<file path="src/rtl/ram_capture_ctrl_pkg.sv">
// Shared definitions for the BlockRAM capture controller: FSM state encoding
// and the address-width helper used to size the BlockRAM ports.
package ram_capture_ctrl_pkg;

  typedef enum logic [1:0] {
    ST_IDLE    = 2'd0,
    ST_CAPTURE = 2'd1,
    ST_DONE    = 2'd2
  } state_t;

  // Number of bits needed to represent the value 'depth' (BlockRAM-style clogb2).
  function automatic int clogb2(input int depth);
    int result;
    result = 0;
    for (int d = depth; d > 0; d = d >> 1) begin
      result = result + 1;
    end
    return result;
  endfunction

endpackage

</file>
<file path="src/rtl/ram_capture_ctrl.sv">
// Capture controller for the BlockRAM sample buffer: records RAM_DEPTH valid
// samples after a start pulse, then serves single-word readbacks.
module ram_capture_ctrl
  import ram_capture_ctrl_pkg::*;
#(
  parameter  int RAM_WIDTH = 32,
  parameter  int RAM_DEPTH = 32,
  localparam int ADDR_W    = clogb2(RAM_DEPTH - 1)
) (
  input  logic                 clock,
  input  logic                 i_reset,
  input  logic                 i_start,
  input  logic                 i_valid,
  input  logic [RAM_WIDTH-1:0] i_data,
  input  logic                 i_rd_req,
  input  logic [ADDR_W-1:0]    i_rd_addr,
  input  logic [RAM_WIDTH-1:0] i_ram_data,
  output logic [ADDR_W-1:0]    o_wr_addr,
  output logic [RAM_WIDTH-1:0] o_wr_data,
  output logic                 o_wr_en,
  output logic [ADDR_W-1:0]    o_rd_addr,
  output logic                 o_rd_en,
  output logic [RAM_WIDTH-1:0] o_rd_data,
  output logic                 o_rd_valid,
  output logic                 o_busy,
  output logic                 o_done,
  output logic [ADDR_W:0]      o_count
);

  localparam logic [ADDR_W:0] DEPTH_CNT = (ADDR_W + 1)'(RAM_DEPTH);
  localparam logic [ADDR_W:0] LAST_CNT  = (ADDR_W + 1)'(RAM_DEPTH - 1);
  localparam logic [ADDR_W:0] ONE_CNT   = (ADDR_W + 1)'(1);

  state_t                 r_state;
  logic [ADDR_W:0]        r_count;
  logic                   r_busy;
  logic                   r_done;
  logic                   r_rd_valid;
  logic                   r_rd_oob;
  logic [RAM_WIDTH-1:0]   r_rd_hold;

  logic                   w_capture;
  logic                   w_readable;
  logic                   w_rd_accept;
  logic                   w_addr_ok;
  logic                   w_wr_en;
  logic                   w_last;
  logic [RAM_WIDTH-1:0]   w_rd_word;

  // The write pointer is the low bits of the word count; the count keeps one
  // extra bit so a full buffer reads as RAM_DEPTH rather than wrapping to 0.
  assign w_capture   = (r_state == ST_CAPTURE);
  assign w_readable  = (r_state == ST_IDLE) || (r_state == ST_DONE);
  assign w_rd_accept = i_rd_req && w_readable && !i_start && !i_reset;
  assign w_addr_ok   = ({1'b0, i_rd_addr} < DEPTH_CNT);
  assign w_wr_en     = w_capture && i_valid && !i_reset;
  assign w_last      = (r_count == LAST_CNT);
  assign w_rd_word   = r_rd_oob ? '0 : i_ram_data;

  assign o_wr_en    = w_wr_en;
  assign o_wr_addr  = w_wr_en ? r_count[ADDR_W-1:0] : '0;
  assign o_wr_data  = w_wr_en ? i_data : '0;
  assign o_rd_en    = w_rd_accept && w_addr_ok;
  assign o_rd_addr  = (w_rd_accept && w_addr_ok) ? i_rd_addr : '0;
  assign o_rd_valid = r_rd_valid;
  assign o_rd_data  = r_rd_valid ? w_rd_word : r_rd_hold;
  assign o_busy     = r_busy;
  assign o_done     = r_done;
  assign o_count    = r_count;

  // Readback data comes straight from the RAM output register during the
  // strobe cycle and is latched locally so it stays stable afterwards.
  always_ff @(posedge clock) begin
    if (i_reset) begin
      r_state    <= ST_IDLE;
      r_count    <= '0;
      r_busy     <= 1'b0;
      r_done     <= 1'b0;
      r_rd_valid <= 1'b0;
      r_rd_oob   <= 1'b0;
      r_rd_hold  <= '0;
    end else begin
      r_rd_valid <= w_rd_accept;
      r_rd_oob   <= !w_addr_ok;
      if (r_rd_valid) begin
        r_rd_hold <= w_rd_word;
      end
      case (r_state)
        ST_IDLE, ST_DONE: begin
          if (i_start) begin
            r_state <= ST_CAPTURE;
            r_count <= '0;
            r_busy  <= 1'b1;
            r_done  <= 1'b0;
          end
        end
        ST_CAPTURE: begin
          if (i_valid) begin
            r_count <= r_count + ONE_CNT;
            if (w_last) begin
              r_state <= ST_DONE;
              r_busy  <= 1'b0;
              r_done  <= 1'b1;
            end
          end
        end
        default: begin
          r_state <= ST_IDLE;
          r_busy  <= 1'b0;
          r_done  <= 1'b0;
        end
      endcase
    end
  end

endmodule

</file>
<file path="config.mk">
export PLATFORM = sky130hd
export DESIGN_NAME = ram_capture_ctrl
export DESIGN_NICKNAME = d
export VERILOG_FILES = /design/src/rtl/ram_capture_ctrl_pkg.sv /design/src/rtl/ram_capture_ctrl.sv
export SDC_FILE = /design/constraint.sdc
export NUM_CORES = 1
export LEC_CHECK = 0
export ABC_AREA = 1
export ABC_CLOCK_PERIOD_IN_PS = 1900
export CAP_MARGIN = 20
export CORE_ASPECT_RATIO = 0.75
export CORE_MARGIN = 3
export CORE_UTILIZATION = 35
export CTS_CLUSTER_SIZE = 12
export DETAILED_ROUTE_END_ITERATION = 8
export HOLD_SLACK_MARGIN = 0.12
export PLACE_DENSITY = 0.89
export REMOVE_ABC_BUFFERS = 1
export SLEW_MARGIN = 20
export SYNTH_ARGS = -nofsm -noshare
export SYNTH_HDL_FRONTEND = slang
export SYNTH_SLANG_ARGS = --single-unit
</file>
<file path="constraint.sdc">
create_clock -name clock -period 1.9 [get_ports clock]
set_input_delay 0.475 -clock clock [delete_from_list [all_inputs] [get_ports clock]]
set_output_delay 0.475 -clock clock [all_outputs]
set_load 0.01 [all_outputs]
</file>
==> impl_metrics.py, run 1 <==
metrics = {
    "sta": {
        "grt_setup_unrepaired": "yes",
        "setup_viol": 0,
        "period_minus_slack_ns": 1.90,
        "tightest_slew_ns": 0.336,
        "slew-limit-headroom_pct": 77.3,
        "drv_slew": 0,
        "hold_violations": 0,
        "skew_ns": 0.00874,
        "finalCritPeriodShare_pct": 100,
        "max_freq_ghz": 0.526,
    },
    "synth": {
        "synth.top_cell.area_share_pct": 36.3,
        "netlist.top_cell.by_area": "dfxtp_1",
        "yosys-top-cells-count": "nand2_1 (112), inv_1 (54), dfxtp_1 (42)",
        "synth_edf_count": 0,
        "ys.flop_type": "dfxtp_1",
        "synth-seq-area-share_pct": 36.3,
        "synth_cell_type_count": 18,
        "syn_inst": 328,
        "synthTopCellsByArea": "dfxtp_1 (36%), nand2_1 (18%), nor2_4 (15%)",
        "syn_area_mm2": 0.00231,
        "ys.warnings.count": 0,
        "postSynth.asyncResetShare_pct": 0,
        "synth-seq-cells": 42,
        "syn_area_per_cell_um2": 7.05,
        "yosysMostFrequentCell": "nand2_1",
    },
    "die": {
        "die_y_um": 76.4,
        "rows": 24,
        "die_width_um": 99.9,
        "initial_utilization_pct": 38.0,
        "die_area_mm2": 0.00763,
        "io_pins": 159,
        "core_mm2": 0.00610,
    },
    "global_route": {
        "grt_pass1_vias": 2764,
        "grt_pass1_wl_um": 13400,
        "grt_max_degree": 33,
        "antenna_found_initial": 0,
        "overflow": 0,
        "grtUsageTotal_pct": 21.7,
    },
    "detailed_routing": {
        "wire_per_inst_um": 14.6,
        "vias_per_cell": 4.57,
        "num_vias": 2804,
        "initialDrtViolationCount": 134,
        "ant_nets": 0,
        "dr.pass1.iters": 4,
        "drc": 0,
        "wl_um": 8990,
    },
    "outcome": {
        "outcome": "completed",
    },
    "critical_path": {
        "cp_top_family": "buffers and inverters",
        "cp_cell_sequence": "inv_2 -> nand3_4 -> nor2_8 -> buf_16 -> inv_8 -> nor2_4 -> buf_6",
        "end_kind": "output port",
        "cp.arrival_ns": 1.42,
        "worst-path-max-fanout": 5,
        "max_stage_delay_ns": 0.34,
        "crit_start": "r_state[1]",
        "critPathKind": "register to output port",
        "critPathLaunchType": "register",
        "required_ns": 1.42,
        "path_buf_inv": 4,
        "rr_startpoint": "o_count[1]",
        "cp_slowest_cell": "dfxtp_2",
    },
    "place": {
        "hpwlAfterDp_um": 6240,
        "io_buffer_count": 158,
        "gp_congestion": 0.814,
        "dpl-instance-area_mm2": 0.00423,
    },
    "power_and_ir_drop": {
        "power_mw": 2.08,
        "p_per_area_mw_per_mm2": 459,
        "ir_drop_v": 0.000344,
        "p_leak_nw": 2.26,
    },
    "clock_network": {
        "cts_buffer_depth": 2,
        "tritoncts": "done",
        "cts_buffers": 5,
        "root_buffer": "clkbuf_8",
        "clk_latency_ns": 0.29,
        "clkSinkCount": 42,
        "ctsHtreeMaxLevel": 2,
        "clkTransAtPathRegs_ns": 0.09,
    },
    "min_path": {
        "hp-class": "register to register",
        "min_from": "r_rd_hold[22]",
    },
    "final_layout": {
        "area_growth_pct": 96.4,
        "final_util_pct": 74.5,
        "drive_above_1_share_pct": 29.1,
        "layout.nets": 610,
        "fin_area_mm2": 0.00454,
        "diodes": 0,
    },
    "run": {
        "drv_cap": 0,
    },
}
[worst min-delay path, stage by stage (launching register included)]
cell and delay (ns):
dfxtp_1 0.31, nand2_1 0.07, a21oi_1 0.05
[final timing paths]
path | end | cells after the start | slack, ns
setup / recovery | o_wr_data[5] | 7 | 0.0003
hold / removal | r_rd_hold[22] | 2 | 0.47
setup reg to reg | o_busy | 6 | 0.37
hold reg to reg | r_rd_hold[22] | 2 | 0.47
[per-layer routing]
metal	up-vias	global-route usage, %	part of all wire [%]
li1	1402	-	-
met1	1290	23.8	38
met2	91	41.1	54
met3	21	5.12	5.5
met4	0	5.46	2.5
met5	-	0	0
[what timing repair did]
item / CTS / global route
resized for setup: 251 / 40
cloned: 8 / 0
setup buffers: 4 / 0
pin swaps: 4 / 2
hold buffers: 0 / 0
setup endpoints to repair: 77 / 43
[metrics by stage]
stage / TNS [ns] / hold slack, ns / worst slack, ns / std cells
final: 0 / 0.469 / 0.000272 / 614
after detailed placement: -38.82 / 0.460 / -0.858 / 594
after global placement: -36.86 / 0.455 / -0.765 / 594
after CTS: -0.0263 / 0.475 / -0.0144 / 614
after global routing: -1.05 / 0.490 / -0.0540 / 614
after floorplan: -8.12 / 0.442 / -0.254 / 314
[where the power goes]
group / internal (mW) / switching, mW
Combinational: 0.305 / 0.266
Clock: 0.263 / 0.328
Sequential: 0.906 / 0.0158
[placed cells by master, fill, tap and decap left out, types with 3 or more instances in the layout]
| cell | Yosys | layout |
|---|---|---|
| nand2_1 | 112 | 112 |
| clkdlybuf4s50_1 | 0 | 77 |
| inv_1 | 54 | 52 |
| buf_4 | 0 | 45 |
| a21oi_1 | 40 | 40 |
| dfxtp_1 | 42 | 39 |
| nor2_4 | 30 | 35 |
| buf_6 | 0 | 34 |
| dlygate4sd2_1 | 0 | 33 |
| nor2_1 | 19 | 12 |
| buf_2 | 6 | 7 |
| nand3_1 | 7 | 6 |
| clkbuf_8 | 0 | 5 |
| inv_16 | 0 | 4 |
| o21ai_0 | 4 | 4 |
| clkdlybuf4s15_1 | 0 | 4 |
| inv_8 | 0 | 3 |
| buf_12 | 3 | 3 |
[final cells by class]
| class | count | area, um^2 |
|---|---|---|
| Clock buffer | 5 | 68.8 |
| Clock inverter | 3 | 23.8 |
| Timing Repair inverter | 7 | 110 |
| Sequential cell | 42 | 850 |
| Inverter | 55 | 223 |
| Timing Repair Buffer | 207 | 1960 |
| Tap cell | 78 | 97.6 |
| Fill cell | 432 | 1550 |
| Multi-Input combinational cell | 217 | 1210 |
[cell families (layout without fill, tap and decap cells)]
group	count (synthesis)	count (layout)	share of synthesized area (%)
flops	42	42	36.3
fa+ha+maj	1	1	0.541
simple gates	172	172	39.8
compound gates	44	44	9.52
buf+inv	69	277	13.8
[registers in the layout, indices dropped and copies added, names as in the netlist]
register / count
r_rd_hold: 32
o_count: 6
o_busy: 1
r_state: 2
o_rd_valid: 1
No activity file was read; power rests on OpenSTA's default activity.
==> inputs of run 2 (changes only) <==
--- a/config.mk
+++ b/config.mk
@@ -9,7 +9,6 @@
 export ABC_CLOCK_PERIOD_IN_PS = 1900
 export CAP_MARGIN = 20
 export CORE_ASPECT_RATIO = 0.75
-export CORE_MARGIN = 3
 export CORE_UTILIZATION = 35
 export CTS_CLUSTER_SIZE = 12
 export DETAILED_ROUTE_END_ITERATION = 8
==> impl_metrics.py, run 2 (same netlist as run 1, synthesis figures left out) <==
metrics = {
    "place": {
        "place_inst": 594,
        "hpwlAfterDp_um": 5890,
        "dpl-instance-area_mm2": 0.00422,
        "preCtsSetupSlack_ns": -0.817,
        "gp_congestion": 0.797,
        "io_buffer_count": 158,
    },
    "critical_path": {
        "critPathKind": "register to output port",
        "worst-r2r-setup-slack_ns": 0.54,
        "required_ns": 1.42,
        "reg2regPathDepth": 10,
        "rr_endpoint": "o_count[5]",
        "cp.arrival_ns": 1.41,
        "end_kind": "output port",
        "critPathLaunchType": "register",
        "worst-path-max-fanout": 19,
        "rr_startpoint": "r_state[1]",
    },
    "detailed_routing": {
        "vias_per_cell": 4.50,
        "wl_um": 7990,
        "wire_per_inst_um": 13.1,
        "drc": 0,
        "dr.pass1.iters": 4,
        "initialDrtViolationCount": 72,
        "num_vias": 2747,
        "ant_nets": 0,
    },
    "sta": {
        "finalCritPeriodShare_pct": 99.1,
        "drv_slew": 0,
        "slew-limit-headroom_pct": 77.2,
        "period_minus_slack_ns": 1.88,
        "tightest_slew_ns": 0.341,
        "hold_violations": 0,
        "grt_setup_unrepaired": "yes",
        "setup_viol": 0,
        "worst_slack_ns": 0.0180,
        "max_freq_ghz": 0.531,
        "skew_ns": 0.00647,
    },
    "run": {
        "drv_cap": 0,
    },
    "die": {
        "die_area_mm2": 0.00694,
        "core_mm2": 0.00635,
        "die_y_um": 72.4,
        "io_pins": 159,
        "rows": 25,
        "initial_utilization_pct": 36.4,
        "die_width_um": 95.9,
    },
    "final_layout": {
        "largest-register": "r_rd_hold",
        "drive_above_1_share_pct": 30.2,
        "nFillCells": 516,
        "final_cell_mix": "nand2_1 (112), clkdlybuf4s50_1 (77), inv_1 (51), buf_4 (42), a21oi_1 (40)",
        "diodes": 0,
        "largest_reg_flops": 32,
        "layout.nets": 604,
        "final_util_pct": 68.9,
        "fin_area_mm2": 0.00438,
        "final_common_cell": "nand2_1",
        "area_growth_pct": 89.1,
        "fin_cells": 611,
    },
    "clock_network": {
        "tritoncts": "done",
        "clkTransAtPathRegs_ns": 0.08,
        "cts_buffer_depth": 2,
        "ctsHoldBuffers": 0,
        "ctsHtreeMaxLevel": 2,
        "clk_latency_ns": 0.29,
        "clkSinkCount": 42,
        "root_buffer": "clkbuf_8",
        "cts_buffers": 5,
    },
    "power_and_ir_drop": {
        "p_clk_share_pct": 29.1,
        "p_per_area_mw_per_mm2": 471,
        "swShare_pct": 27.5,
        "power_mw": 2.06,
        "p_int_mw": 1.49,
        "p_switching_mw": 0.567,
        "p_leak_nw": 2.19,
        "pwr-share-seq_pct": 44.8,
        "ir_drop_v": 0.000275,
        "comb_power_share_pct": 26.1,
    },
    "global_route": {
        "overflow": 0,
        "grt_pass1_wl_um": 12300,
        "grtUsageTotal_pct": 23.0,
        "antenna_found_initial": 0,
        "grt_max_degree": 33,
        "grt_pass1_vias": 2637,
    },
    "min_path": {
        "worstHoldPathCells": 2,
        "holdPathEnd": "r_rd_hold[8]",
        "hp-class": "register to register",
        "min_from": "r_rd_hold[8]",
    },
    "outcome": {
        "outcome": "completed",
    },
}
-- run 2: final cells by class --
| class | count | area [um^2] | share of cell area, % |
|---|---|---|---|
| clock inverters | 2 | 12.5 | 0.286 |
| flip-flops and latches | 42 | 847 | 19.4 |
| repair inverters | 2 | 32.5 | 0.743 |
| clock buffers | 6 | 82.6 | 1.89 |
| repair buffers | 206 | 1890 | 43.2 |
| well taps | 81 | 101 | 2.32 |
| inverters | 55 | 223 | 5.09 |
| multi-input cells | 217 | 1190 | 27.1 |
-- run 2: routing by layer --
layer / up-vias / share of wire [%] / global-route usage, % / wire [um]
met1: 1253 / 40 / 26.7 / 3220
li1: 1387 / - / - / -
met3: 19 / 5.0 / 4.51 / 402
met5: - / 0 / 0 / 0
met4: 0 / 2.6 / 8.46 / 204
met2: 88 / 52 / 41.8 / 4160
-- run 2: per-stage QoR --
step / setup TNS, ns / hold slack [ns]
2_1_floorplan: -8.12 / 0.442
3_3_place_gp: -37.61 / 0.453
3_5_place_dp: -38.76 / 0.460
4_1_cts: 0 / 0.473
5_1_grt: -0.284 / 0.500
6_report: 0 / 0.466
-- run 2: timing repair --
| item | 4_1_cts | 5_1_grt |
|---|---|---|
| pin swaps | 6 | 1 |
| cloned | 3 | 0 |
| setup endpoints to repair | 77 | 65 |
| resized for setup | 220 | 69 |
| buffers inserted | 4 | 2 |
-- run 2: critical path, stage by stage, from the launching register on --
cell	delay [ns]
dfxtp_2	0.33
inv_2	0.07
nand3_4	0.11
nor2_8	0.16
buf_12	0.14
inv_16	0.07
nor2_1	0.09
buf_2	0.14
-- run 2: power by group through the flow --
stage	registers (mW)	logic, mW	clock network [mW]
floorplan	0.945	0.176	0
global placement	0.940	0.522	0
detailed placement	0.942	0.535	0
CTS	0.923	0.521	0.619
global route	0.925	0.580	0.659
finish	0.923	0.538	0.600
-- run 2: worst max path at each step --
stage	from	endpoint	slack, ns	depth (start not counted)
floorplan	o_rd_valid	o_rd_data[0]	-0.25	3
global placement	i_reset	o_wr_addr[2]	-0.79	5
detailed placement	i_reset	o_wr_data[0]	-0.82	5
CTS	i_reset	o_rd_addr[1]	0.002	6
global route	r_state[1]	o_wr_addr[3]	-0.05	7
finish	r_state[1]	o_wr_addr[3]	0.02	7
